**src/rtl/time_base.sv**
```systemverilog
// 1 kHz time base: seconds square wave plus debounced +/- button pulses.
// Define TIME_BASE_AUTO_REPEAT_EN to add auto-repeat while a button is held.

module time_base_btn #(
    parameter int DEBOUNCE_MS = 20
`ifdef TIME_BASE_AUTO_REPEAT_EN
    ,
    parameter int REPEAT_DELAY_MS = 1000,
    parameter int REPEAT_RATE_MS  = 200
`endif
) (
    input  logic i_clk_0_001s,
    input  logic reset,
    input  logic btn_raw,
    output logic fire
);
    localparam int DBW = $clog2(DEBOUNCE_MS + 1);
    localparam logic [DBW-1:0] DB_LAST = DBW'(DEBOUNCE_MS - 1);

    typedef enum logic [1:0] {IDLE, PRESS_CHK, HELD, REL_CHK} state_t;

    state_t         state;
    logic           btn_meta, btn_sync;
    logic [DBW-1:0] dcnt;
    logic           accept;

    always_ff @(posedge i_clk_0_001s or negedge reset)
        if (!reset) begin
            btn_meta <= 1'b0;
            btn_sync <= 1'b0;
        end else begin
            btn_meta <= btn_raw;
            btn_sync <= btn_meta;
        end

    assign accept = (state == PRESS_CHK) && btn_sync && (dcnt == DB_LAST);

    always_ff @(posedge i_clk_0_001s or negedge reset)
        if (!reset) begin
            state <= IDLE;
            dcnt  <= '0;
        end else begin
            case (state)
                IDLE:
                    if (btn_sync) begin
                        state <= PRESS_CHK;
                        dcnt  <= '0;
                    end
                PRESS_CHK:
                    if (!btn_sync)            state <= IDLE;
                    else if (dcnt == DB_LAST) state <= HELD;
                    else                      dcnt  <= dcnt + 1'b1;
                HELD:
                    if (!btn_sync) begin
                        state <= REL_CHK;
                        dcnt  <= '0;
                    end
                REL_CHK:
                    if (btn_sync)             state <= HELD;
                    else if (dcnt == DB_LAST) state <= IDLE;
                    else                      dcnt  <= dcnt + 1'b1;
                default: state <= IDLE;
            endcase
        end

`ifdef TIME_BASE_AUTO_REPEAT_EN
    localparam int RMAX = (REPEAT_DELAY_MS > REPEAT_RATE_MS) ? REPEAT_DELAY_MS : REPEAT_RATE_MS;
    localparam int RW   = $clog2(RMAX + 1);
    localparam logic [RW-1:0] DLY_LAST  = RW'(REPEAT_DELAY_MS - 1);
    localparam logic [RW-1:0] RATE_LAST = RW'(REPEAT_RATE_MS - 1);

    logic [RW-1:0] rcnt;
    logic          rep_phase;
    logic          rep_fire;

    assign rep_fire = (state == HELD) && btn_sync &&
                      (rcnt == (rep_phase ? RATE_LAST : DLY_LAST));

    // Any exit from HELD (including a bounce into REL_CHK) restarts the delay.
    always_ff @(posedge i_clk_0_001s or negedge reset)
        if (!reset) begin
            rcnt      <= '0;
            rep_phase <= 1'b0;
        end else if (state != HELD || !btn_sync) begin
            rcnt      <= '0;
            rep_phase <= 1'b0;
        end else if (rep_fire) begin
            rcnt      <= '0;
            rep_phase <= 1'b1;
        end else begin
            rcnt <= rcnt + 1'b1;
        end

    assign fire = accept | rep_fire;
`else
    assign fire = accept;
`endif
endmodule

module time_base #(
    parameter int PERIOD_MS       = 1000,
    parameter int DEBOUNCE_MS     = 20,
    parameter int PULSE_MS        = 10,
    parameter int REPEAT_DELAY_MS = 1000,
    parameter int REPEAT_RATE_MS  = 200
) (
    input  logic i_clk_0_001s,
    input  logic reset,
    input  logic is_modify,
    input  logic i_btn_plus,
    input  logic i_btn_minus,
    output logic o_enable,
    output logic o_plus,
    output logic o_minus
);
    localparam int CW = (PERIOD_MS > 1) ? $clog2(PERIOD_MS) : 1;
    localparam logic [CW-1:0] CNT_LAST = CW'(PERIOD_MS - 1);
    localparam logic [CW-1:0] CNT_HALF = CW'(PERIOD_MS / 2);

    // A pulse must end before the earliest possible repeat so a low gap always follows it.
    localparam int RATE_CAP = REPEAT_RATE_MS - 1;
    localparam int DLY_CAP  = REPEAT_DELAY_MS - 1;
    localparam int CAP      = (RATE_CAP < DLY_CAP) ? RATE_CAP : DLY_CAP;
    localparam int PULSE_W  = (PULSE_MS < CAP) ? PULSE_MS : CAP;
    localparam int PW       = $clog2(PULSE_W + 1);
    localparam logic [PW-1:0] P_LAST = PW'(PULSE_W - 1);

    logic [CW-1:0] cnt, cnt_next;

    always_comb begin
        cnt_next = cnt + 1'b1;
        if (is_modify || cnt == CNT_LAST) cnt_next = '0;
    end

    always_ff @(posedge i_clk_0_001s or negedge reset)
        if (!reset) begin
            cnt      <= '0;
            o_enable <= 1'b1;
        end else begin
            cnt      <= cnt_next;
            o_enable <= (cnt_next < CNT_HALF);
        end

    // Lane 0 = plus, lane 1 = minus.
    logic [1:0]         btn_raw, fire, start, pulse_q;
    logic [1:0][PW-1:0] pcnt;

    assign btn_raw = {i_btn_minus, i_btn_plus};

    for (genvar i = 0; i < 2; i++) begin : g_btn
        time_base_btn #(
            .DEBOUNCE_MS    (DEBOUNCE_MS)
`ifdef TIME_BASE_AUTO_REPEAT_EN
            ,
            .REPEAT_DELAY_MS(REPEAT_DELAY_MS),
            .REPEAT_RATE_MS (REPEAT_RATE_MS)
`endif
        ) u_btn (
            .i_clk_0_001s(i_clk_0_001s),
            .reset       (reset),
            .btn_raw     (btn_raw[i]),
            .fire        (fire[i])
        );
    end

    // Minus wins a same-edge collision; a start during an active pulse is dropped.
    assign start[1] = fire[1] & ~pulse_q[1];
    assign start[0] = fire[0] & ~fire[1] & ~pulse_q[0];

    always_ff @(posedge i_clk_0_001s or negedge reset)
        if (!reset) begin
            pulse_q <= '0;
            pcnt    <= '0;
        end else begin
            for (int i = 0; i < 2; i++) begin
                if (start[i]) begin
                    pulse_q[i] <= 1'b1;
                    pcnt[i]    <= '0;
                end else if (pulse_q[i]) begin
                    if (pcnt[i] == P_LAST) pulse_q[i] <= 1'b0;
                    else                   pcnt[i]    <= pcnt[i] + 1'b1;
                end
            end
        end

    assign o_plus  = pulse_q[0];
    assign o_minus = pulse_q[1];
endmodule

```
**config.mk**
```make
export PLATFORM = sky130hd
export DESIGN_NAME = time_base
export DESIGN_NICKNAME = d
export VERILOG_FILES = /design/src/rtl/time_base.sv
export SDC_FILE = /design/constraint.sdc
export NUM_CORES = 1
export LEC_CHECK = 0
export CORE_MARGIN = 5
export CORE_UTILIZATION = 25
export DETAILED_ROUTE_END_ITERATION = 7
export GPL_TIMING_DRIVEN = 0
export PLACE_DENSITY = 0.42
export SYNTH_ARGS = -nofsm -noshare
export SYNTH_HDL_FRONTEND = slang
export SYNTH_HIERARCHICAL = 1
export SYNTH_SLANG_ARGS = --single-unit
export TNS_END_PERCENT = 20
```
**constraint.sdc**
```tcl
create_clock -name i_clk_0_001s -period 4.13 [get_ports i_clk_0_001s]
set_clock_uncertainty 0.1 [all_clocks]
set_input_delay 0.826 -clock i_clk_0_001s [delete_from_list [all_inputs] [get_ports i_clk_0_001s]]
set_output_delay 0.826 -clock i_clk_0_001s [all_outputs]
set_load 0.03 [all_outputs]
```
==> summary.md <==
| Metric | Value |
|---|---|
| Overall power | 0.720 mW |
| Post-cts resize count | 0 |
| Worst setup EP type | output pin |
| CTS clk-pin slew, worst paths | 0.08 ns |
| Num CTS Buffers | 5 |
| GRT busiest layer | met2 |
| Mapped cell area | 2010 um2 |
| Core area | 7770 um2 |
| Area leader, netlist | dfrtp_1 |
| CP max FO | 1 |
| Fill count | 832 |
| Stages on worst setup path | 1 |
| Root Driver | clkbuf_8 |
| Layout Cells excl Fill | 315 |
| FF-to-FF path depth | 7 |
| RR Endpoint | pcnt[1] |
| TritonRoute pass-1 iters | 4 |
| Setup crit end | o_enable |
| WP data arrival | 1.47 ns |
| Critical path buffers and inverters | 1 |
| Routed length per instance | 11.4 um |
| Total negative slack | 0 ns |
| Slowest stage delay, CP | 0.66 ns |
| M2 GR Usage | 0.115 |
| Critical path class | flip-flop to output pin |
| Die Wd | 99.7 um |
| RSZ-0062 raised after global routing | no |
| Total of max-cap violations | 0 |
| Power Density | 311 nW/um2 |
| Reg2reg start | g_btn[0].u_btn/dcnt[0] |
| Synth top area cells | dfrtp_1, nand3_1, ha_1 |
| Die Area | 9940 um2 |
| R2R setup slack | 1.89 ns |
| Worst-skew pair later-pin latency | 0.29 ns |
| Kind of cell adding the most delay to the critical path | buffers and inverters |
| Crit path required time | 3.20 ns |
| Measured slew at the worst slew-check pin | 0.507 ns |
| Antenna Nets Post-Route | 0 |
| Die height | 99.7 um |
| Leakage power | 0.982 nW |
| Vias/cell | 4.47 |
| Detailed Place HPWL | 2480 um |
| Vias in the first global route | 1362 |
| CTS max path bufs | 2 |
| Register bit count reported by yosys | 39 |
| P&R area growth vs syn | 15.0% |
| Nets | 224 |
| Cell variety after synth | 35 |
| DRT iter0 DRCs | 31 |
| Worst setup SP type | flip-flop |
| RePlAce Congestion | 0.739 |
| N_diodes | 0 |
| Slowest CP cell | clkdlybuf4s50_1 |
| Run status | complete, no violations |
| Met3 Use GR | 0.0238 |
| FMAX | 418 MHz |
| Total GRT Usage | 0.0780 |
| Final min period | 2.39 ns |
| Area share of the largest cell type after synthesis | 0.473 |
| Worst vdd rail ir drop | 117 uV |
| Largest net degree at the start of global routing | 22 |
| Initial core utilization | 0.259 |
| Total global routing overflow | 0 |
| HP Class | flip-flop to flip-flop |
| Final setup violating endpoints | 0 |
| Syn_area_per_cell | 10.2 um2 |
| First-pass GRT wire length | 6350 um |
| Via count | 1407 |
| Crit path cell chain | clkdlybuf4s50_1 |
| Residual DRC count | 0 |
| Fraction of layout cells with a size suffix above 1 | 0.113 |
| Detailed-route wire length | 3590 um |
| YS warnings | 6 |
| Placed Cells incl. Taps | 307 |
| # port buffers | 7 |
| Relative slew slack | 0.661 |
| Crit path from | o_enable |
| I/O pins | 8 |
| Post-CTS Setup Bufs | 0 |
| Num rows | 32 |
| Seq/Total Area, Yosys | 0.486 |
| Post-Synthesis Net Count | 209 |
| Cells after Synth | 197 |
| Sink Count | 39 |
| Final hold vios | 0 |
| Initial antenna violation count | 0 |
| Max Slew Vio Count | 0 |
| Met1 usage | 0.111 |
| Hold Worst Slack | 0.253 ns |
| Final Cycle Share | 0.580 |
| H-tree lvl count | 2 |
| Hold Buf Count CTS | 0 |
| CTS tree | done |
[how the worst min path moves through the flow]
stage,from,end,cells past startpoint
2_1_floorplan,g_btn[0].u_btn/btn_meta,g_btn[0].u_btn/btn_sync,0
5_1_grt,g_btn[0].u_btn/btn_meta,g_btn[0].u_btn/btn_sync,0
3_3_place_gp,g_btn[1].u_btn/btn_meta,g_btn[1].u_btn/btn_sync,0
4_1_cts,g_btn[1].u_btn/btn_meta,g_btn[1].u_btn/btn_sync,0
3_5_place_dp,g_btn[1].u_btn/btn_meta,g_btn[1].u_btn/btn_sync,0
6_report,g_btn[1].u_btn/btn_meta,g_btn[1].u_btn/btn_sync,0
[power breakdown]
part	switching [mW]	internal, mW
clock network	0.137	0.119
logic	0.0290	0.0248
registers	0.0143	0.396
total	0.180	0.540
[routing by layer]
metal | vias to the layer above | wire, um
met5 | - | 0
met4 | 0 | 31
met1 | 654 | 1950
li1 | 733 | -
met2 | 16 | 1510
met3 | 4 | 97
[kinds of logic (layout without fill, tap and decap cells)]
group / Yosys count / after routing / synth area share
and+or+nand+nor: 98 / 98 / 0.283
DFF: 39 / 39 / 0.486
AOI/OAI and AO/OA: 23 / 23 / 0.0715
buffers and inverters: 15 / 31 / 0.0479
xor gates and xnor gates: 12 / 12 / 0.0522
adders and majority gates: 7 / 7 / 0.0435
muxes: 3 / 3 / 0.0162
[layout by cell type, fill, tap and decap left out, types with 4 or more instances in the layout]
cell type,Yosys,routed
dfrtp_1,38,38
nand3_1,29,29
nand2_1,23,23
nor2_1,11,11
xor2_1,8,8
o21ai_0,8,8
clkbuf_1,5,7
ha_1,7,7
clkbuf_8,1,6
or3_1,6,6
a21oi_1,6,6
or4b_1,6,6
clkdlybuf4s50_1,0,6
inv_1,5,5
nand4_1,5,5
buf_6,4,4
nor2b_1,4,4
xnor2_1,4,4
nand3b_1,4,4
[layout make-up]
cell class                      instances  area [um2]  share of cell area
Clock buffer                            7        76.3              0.0330
Tap cell                              102         128              0.0552
Multi-Input combinational cell        143         938               0.406
Buffer                                 10        77.6              0.0335
Timing Repair Buffer                    8        92.6              0.0400
Clock inverter                          1        5.00             0.00216
Inverter                                5        18.8             0.00811
Sequential cell                        39         977               0.422
[registers in the layout (all words and copies together), names as in the netlist, named ones only]
register,count
cnt,10
g_btn.u_btn/dcnt,10
pcnt,8
g_btn.u_btn/btn_meta,2
g_btn.u_btn/btn_sync,2
g_btn.u_btn/state,2
pulse_q,2
o_enable,1
[Yosys cell counts]
cell type  count
and4_2         1
mux2_2         2
clkbuf_8       1
nand2_1       23
nand4_1        5
a31oi_2        1
and3b_2        1
o22ai_1        1
o211ai_1       2
nor2_1        11
or3b_2         1
dfstp_2        1
and3_4         1
dfrtp_1       38
nor2b_1        4
mux2i_1        1
a31oi_1        1
a21oi_1        6
nand3b_1       4
o21bai_1       1
inv_1          5
nor3b_1        3
and4bb_4       2
or3_1          6
or4b_1         6
buf_6          4
nand3_4        1
o21ai_0        8
a32oi_1        1
a22o_1         2
xor2_1         8
ha_1           7
xnor2_1        4
nand3_1       29
clkbuf_1       5
[metrics by stage]
stage,setup WS (ns),cell area (um2),utilization
6_report,1.74,2310,0.298
3_5_place_dp,1.86,2230,0.287
2_1_floorplan,2.14,2010,-
4_1_cts,1.72,2310,0.298
3_3_place_gp,0.978,2210,0.284
5_1_grt,1.68,2310,0.298
(Power assumes the default switching activity.)
